==> src/rtl/demux_dispatch_pkg.sv <==
// demux_dispatch_pkg: shared constants and state encoding for the demux dispatcher
package demux_dispatch_pkg;
  localparam int CH_N = 4;
  localparam int SEL_W = 2;
  typedef enum logic {ST_EMPTY = 1'b0, ST_FULL = 1'b1} state_t;
  localparam logic [SEL_W-1:0] PTR_RST = 2'd3;
endpackage

==> src/rtl/demux_1to4.sv <==
// demux_1to4: routes d onto the lane chosen by sel, other lanes read zero
module demux_1to4 #(
  parameter int W = 4
) (
  input  logic [W-1:0] d,
  input  logic [1:0]   sel,
  output logic [W-1:0] y0,
  output logic [W-1:0] y1,
  output logic [W-1:0] y2,
  output logic [W-1:0] y3
);
  assign y0 = (sel == 2'd0) ? d : '0;
  assign y1 = (sel == 2'd1) ? d : '0;
  assign y2 = (sel == 2'd2) ? d : '0;
  assign y3 = (sel == 2'd3) ? d : '0;
endmodule

==> src/rtl/demux_rr_pick.sv <==
// demux_rr_pick: first enabled channel after ptr, wrapping back to ptr itself last
module demux_rr_pick
  import demux_dispatch_pkg::*;
(
  input  logic [SEL_W-1:0] ptr,
  input  logic [CH_N-1:0]  en,
  output logic [SEL_W-1:0] pick,
  output logic             any_en
);
  logic [SEL_W-1:0] w_p1, w_p2, w_p3;
  assign w_p1 = ptr + 2'd1;
  assign w_p2 = ptr + 2'd2;
  assign w_p3 = ptr + 2'd3;
  assign any_en = |en;
  assign pick = en[w_p1] ? w_p1 : en[w_p2] ? w_p2 : en[w_p3] ? w_p3 : ptr;
endmodule

==> src/rtl/demux_dispatcher.sv <==
// demux_dispatcher: one-entry round-robin dispatcher onto 4 lanes; DEMUX_DISPATCH_CNT_EN adds saturating per-lane delivery counters
module demux_dispatcher
  import demux_dispatch_pkg::*;
#(
  parameter int DATA_W = 4,
  parameter int CNT_W  = 8
) (
  input  logic              clk,
  input  logic              rst,
  input  logic              in_valid,
  output logic              in_ready,
  input  logic [DATA_W-1:0] in_data,
  input  logic [CH_N-1:0]   ch_en,
  output logic [CH_N-1:0]   out_valid,
  input  logic [CH_N-1:0]   out_ready,
  output logic [DATA_W-1:0] y0,
  output logic [DATA_W-1:0] y1,
  output logic [DATA_W-1:0] y2,
  output logic [DATA_W-1:0] y3,
  output logic [SEL_W-1:0]  sel,
  output logic              busy
`ifdef DEMUX_DISPATCH_CNT_EN
  ,
  output logic [CH_N*CNT_W-1:0] cnt_flat
`endif
);
  state_t r_state, w_state_nxt;
  logic [SEL_W-1:0] r_tgt, r_ptr, w_pick;
  logic [DATA_W-1:0] r_data, w_d0, w_d1, w_d2, w_d3;
  logic w_any_en, w_full, w_acc, w_xfer;

  assign w_full = (r_state == ST_FULL);
  assign in_ready = ~rst & w_any_en & (~w_full | out_ready[r_tgt]);
  assign w_acc = in_valid & in_ready;
  assign w_xfer = w_full & out_ready[r_tgt];

  demux_rr_pick u_pick (
    .ptr(r_ptr),
    .en(ch_en),
    .pick(w_pick),
    .any_en(w_any_en)
  );

  // state register
  always_ff @(posedge clk)
    if (rst) r_state <= ST_EMPTY;
    else r_state <= w_state_nxt;

  // a new word always fills the buffer; a lone transfer empties it
  always_comb w_state_nxt = w_acc ? ST_FULL : (w_xfer ? ST_EMPTY : r_state);

  // capture word and its target on accept; target stays fixed until replaced
  always_ff @(posedge clk)
    if (rst) begin
      r_tgt  <= '0;
      r_ptr  <= PTR_RST;
      r_data <= '0;
    end else if (w_acc) begin
      r_tgt  <= w_pick;
      r_ptr  <= w_pick;
      r_data <= in_data;
    end

  demux_1to4 #(.W(DATA_W)) u_demux (
    .d(r_data),
    .sel(r_tgt),
    .y0(w_d0),
    .y1(w_d1),
    .y2(w_d2),
    .y3(w_d3)
  );

  assign y0 = w_full ? w_d0 : '0;
  assign y1 = w_full ? w_d1 : '0;
  assign y2 = w_full ? w_d2 : '0;
  assign y3 = w_full ? w_d3 : '0;
  assign out_valid = {3'b000, w_full} << r_tgt;
  assign sel = r_tgt;
  assign busy = w_full;

`ifdef DEMUX_DISPATCH_CNT_EN
  logic [CNT_W-1:0] r_cnt [CH_N];
  for (genvar i = 0; i < CH_N; i++) begin : g_cnt
    // count deliveries on this lane, holding at all-ones
    always_ff @(posedge clk)
      if (rst) r_cnt[i] <= '0;
      else if (w_xfer && r_tgt == SEL_W'(i) && !(&r_cnt[i])) r_cnt[i] <= r_cnt[i] + 1'b1;
    assign cnt_flat[i*CNT_W +: CNT_W] = r_cnt[i];
  end
`endif
endmodule

==> config.mk <==
export PLATFORM = sky130hd
export DESIGN_NAME = demux_dispatcher
export DESIGN_NICKNAME = d
export VERILOG_FILES = /design/src/rtl/demux_dispatch_pkg.sv /design/src/rtl/demux_1to4.sv /design/src/rtl/demux_rr_pick.sv /design/src/rtl/demux_dispatcher.sv
export SDC_FILE = /design/constraint.sdc
export NUM_CORES = 1
export LEC_CHECK = 0
export CORE_MARGIN = 2
export CORE_UTILIZATION = 35
export DETAILED_ROUTE_END_ITERATION = 10
export PLACE_DENSITY = 0.73
export SKIP_CTS_REPAIR_TIMING = 1
export SKIP_LAST_GASP = 1
export SLEW_MARGIN = 15
export SYNTH_ARGS = -nofsm -noshare
export SYNTH_HDL_FRONTEND = slang
export SYNTH_SLANG_ARGS = --single-unit
==> constraint.sdc <==
create_clock -name clk -period 3.3 [get_ports clk]
set_clock_uncertainty 0.05 [all_clocks]
set_input_delay 0.495 -clock clk [delete_from_list [all_inputs] [get_ports clk]]
set_output_delay 0.495 -clock clk [all_outputs]
set_load 0.02 [all_outputs]
==> summary.txt <==
Setup path
  – Reg2Reg Depth: 4
  – CP max-delay cell: clkdlybuf4s50_1
  – Crit-path max FO: 2
  – RR Startpoint: sel[0]$_SDFFE_PP0P_
  – Critical Path Start Type: primary input
  – Stages on worst setup path: 5
  – CP arrival: 2.04 ns
  – Flop-to-flop setup slack: 1.65 ns
  – Largest delay share family, worst path: buffers and inverters
  – Worst Setup SP: out_ready[2]
  – Worst setup endpoint: in_ready
  – Crit-path max cell delay: 0.54 ns
  – Most Frequent Cell on Critical Path: clkdlybuf4s50_1
  – Buf+Inv Stages, Crit Path: 2
  – CP required: 2.75 ns
  – Crit end category: output pin
  – Critical path, cell by cell: clkdlybuf4s50_1, mux2_4, o22ai_1, nor3_1, clkdlybuf4s50_1
  – Reg-to-Reg End: r_data[2]$_SDFFE_PP0P_
  – Crit path kind: primary input to output pin

STA
  – Fin crit period: 2.59 ns
  – Slew @ Worst Pin: 0.383 ns
  – Worst rel slew slack: 74.3%
  – Final Slew Violations: 0
  – Setup TNS: 0 ns
  – Fmax: 387 MHz
  – Final critical-path share of the clock period: 78.4%
  – RSZ-0062 raised after global routing: no
  – # setup viols final: 0
  – Final hold violations: 0

GRT
  – Total track usage: 15.0%
  – Largest net degree at the start of global routing: 11
  – Vias in the first global route: 564
  – First-pass GRT wire length: 2370 µm
  – GRT overflow: 0
  – Antenna violations before repair: 0

Clock network
  – Longest Clk Path Bufs: 2
  – Root buf cell: clkbuf_4
  – Worst-skew pair later-pin latency: 0.25 ns
  – CTS tree: yes
  – H-tree Lvls: 1
  – Reg clk slew, reported paths: 0.06 ns
  – CTS buffer count: 3
  – Total clock sinks: 9

Floorplanning
  – DIE AREA: 0.00224 mm²
  – I/O pin total: 39
  – Rows: 15
  – Die Ht: 47.3 µm
  – Core area: 0.00175 mm²
  – Initial Util: 37.6%
  – Die X: 47.3 µm

Power and ir drop
  – Sw power: 0.0000874 W
  – Maximum VDD drop: 0.208 mV
  – Gate power share: 30.4%
  – Sw Share: 28.4%
  – Clk network pwr share: 27.0%
  – Power Density: 282 mW/mm²
  – Total power: 0.000308 W
  – P_int: 0.000220 W
  – Sequential Power Share: 42.6%
  – Pleak: 0.440 nW

Drt
  – Post-route antenna net violation count: 0
  – DRT Wirelength: 1580 µm
  – WL met2: 697 µm
  – Vias per inst: 4.82
  – Met3 WL: 186 µm
  – DR pass1 iterations: 4
  – DRC: 0
  – Vias: 675
  – DR iter-0 viols: 8
  – Top layer in use: met4
  – Drt wl/cell: 11.3 µm
  – M1 WL: 687 µm

Hold path
  – WHS Path Cells: 2
  – Hold Crit Class: flip-flop to flip-flop

Synth
  – Number of synthesized flops with an enable pin: 0
  – Synth unique cells: 27
  – Main synth FF type: dfxtp_1
  – Synthesized cell area: 656 µm²
  – Top cell type's share of synthesized area: 27.5%
  – Post-Synthesis Cells: 74
  – Sequential-to-total area share from yosys stat: 27.5%
  – Avg Inst Size Synth: 8.86 µm²
  – Warnings, synthesis: 0
  – Ys async rst share: 0%
  – Seq cells post-synth: 9
  – Yosys top cell by area: dfxtp_1
  – Mapped Nets: 89
  – Synth area leaders: dfxtp_1 27%, and2_1 15%, mux2_4 14%

Placed design
  – Routability cong.: 0.765
  – Placed insts: 136
  – DP HPWL: 1340 µm
  – Port bufs: 38

Cells and area
  – Final nets: 131
  – Ant. Diodes: 0
  – Layout Cells excl Fill: 140
  – Layout cells sized above 1: 13.0%
  – Area added between synthesis and finish: 66.6%
  – Fill cell count: 151

Flow run
  – MaxCap Viol Count: 0

Run status
  – Status: finished, final reports clean
==> layer usage <==
metal | track usage (%) | vias up
li1 | - | 341
met1 | 16.7 | 292
met2 | 27.3 | 40
met3 | 3.85 | 2
met4 | 5.00 | 0
met5 | 0 | -
==> layout make-up <==
| cell class | instances | area (µm²) | area share [%] |
|---|---|---|---|
| Multi-Input combinational cell | 59 | 452 | 41.4 |
| Clock buffer | 4 | 26.3 | 2.41 |
| Timing Repair Buffer | 39 | 388 | 35.5 |
| Inverter | 4 | 15.0 | 1.37 |
| Tap cell | 25 | 31.3 | 2.86 |
| Sequential cell | 9 | 180 | 16.5 |
==> worst min-delay path by stage <==
stage,from,endpoint,slack [ns]
6_report,sel[1]$_SDFFE_PP0P_,sel[1]$_SDFFE_PP0P_,0.45
5_1_grt,sel[1]$_SDFFE_PP0P_,sel[1]$_SDFFE_PP0P_,0.50
4_1_cts,sel[1]$_SDFFE_PP0P_,sel[1]$_SDFFE_PP0P_,0.45
3_5_place_dp,sel[1]$_SDFFE_PP0P_,sel[1]$_SDFFE_PP0P_,0.44
3_3_place_gp,sel[1]$_SDFFE_PP0P_,sel[1]$_SDFFE_PP0P_,0.43
2_1_floorplan,r_ptr[0]$_SDFFE_PP1P_,r_ptr[0]$_SDFFE_PP1P_,0.47
==> placed cells by master (no fill, tap or decap) <==
cell type         n
or2b_2            1
nor2b_1           5
nand2b_1          2
and3b_1           1
nand2_8           1
and2_1           16
nand4_1           1
nand2_1           2
nor2_1            7
clkbuf_1          1
buf_4             1
o22a_4            1
or3_1             1
a21boi_0          1
o21ai_1           1
a21oi_1           3
o31ai_1           1
mux2_4            6
nor3_2            1
clkbuf_4          3
mux2i_1           3
a311oi_1          1
clkdlybuf4s50_1  38
nor4_2            1
nor3_1            1
o311ai_0          1
inv_1             4
o22ai_1           1
dfxtp_1           9
==> power by group through the flow <==
stage	sequential [W]	combinational, W	clock [W]
5_1_grt	0.000133	0.000101	0.0000889
3_3_place_gp	0.000132	0.0000935	0
2_1_floorplan	0.000133	0.0000523	0
3_5_place_dp	0.000133	0.0000942	0
4_1_cts	0.000131	0.0000944	0.0000855
6_report	0.000131	0.0000936	0.0000831
==> logic make-up (layout without fill, tap and decap cells) <==
family / after synthesis / count (layout) / synth area share (%)
mux: 9 / 9 / 18.3
flops: 9 / 9 / 27.5
simple gates: 40 / 40 / 38.9
buf+inv: 6 / 47 / 3.62
compound gates: 10 / 10 / 11.6
==> tightest hold or removal path: stages (launching register included) <==
cell and delay [ns]:
dfxtp_1 0.33, nand2_1 0.06, mux2i_1 0.06
==> flip-flops by register name, indices dropped and copies added, names as in the netlist <==
| name | count |
|---|---|
| sel | 2 |
| r_ptr | 2 |
| busy | 1 |
| r_data | 4 |
==> synthesized netlist by cell type (2+ instances only) <==
cell type  number
mux2i_1         3
nand2_1         2
nor2_1          7
inv_1           4
a21oi_1         3
nor2b_1         5
nand2b_1        2
dfxtp_1         9
mux2_4          6
and2_1         16
==> metrics by stage <==
stage	worst slack (ns)	util (%)	hold WS, ns	instance area, µm²
floorplan	1.29	-	0.471	656
CTS	0.712	62.6	0.450	1090
global route	0.664	62.6	0.502	1090
detailed placement	0.708	61.1	0.441	1070
finish	0.714	62.6	0.449	1090
global placement	0.742	61.1	0.434	1070
No activity file was read; power rests on OpenSTA's default activity.
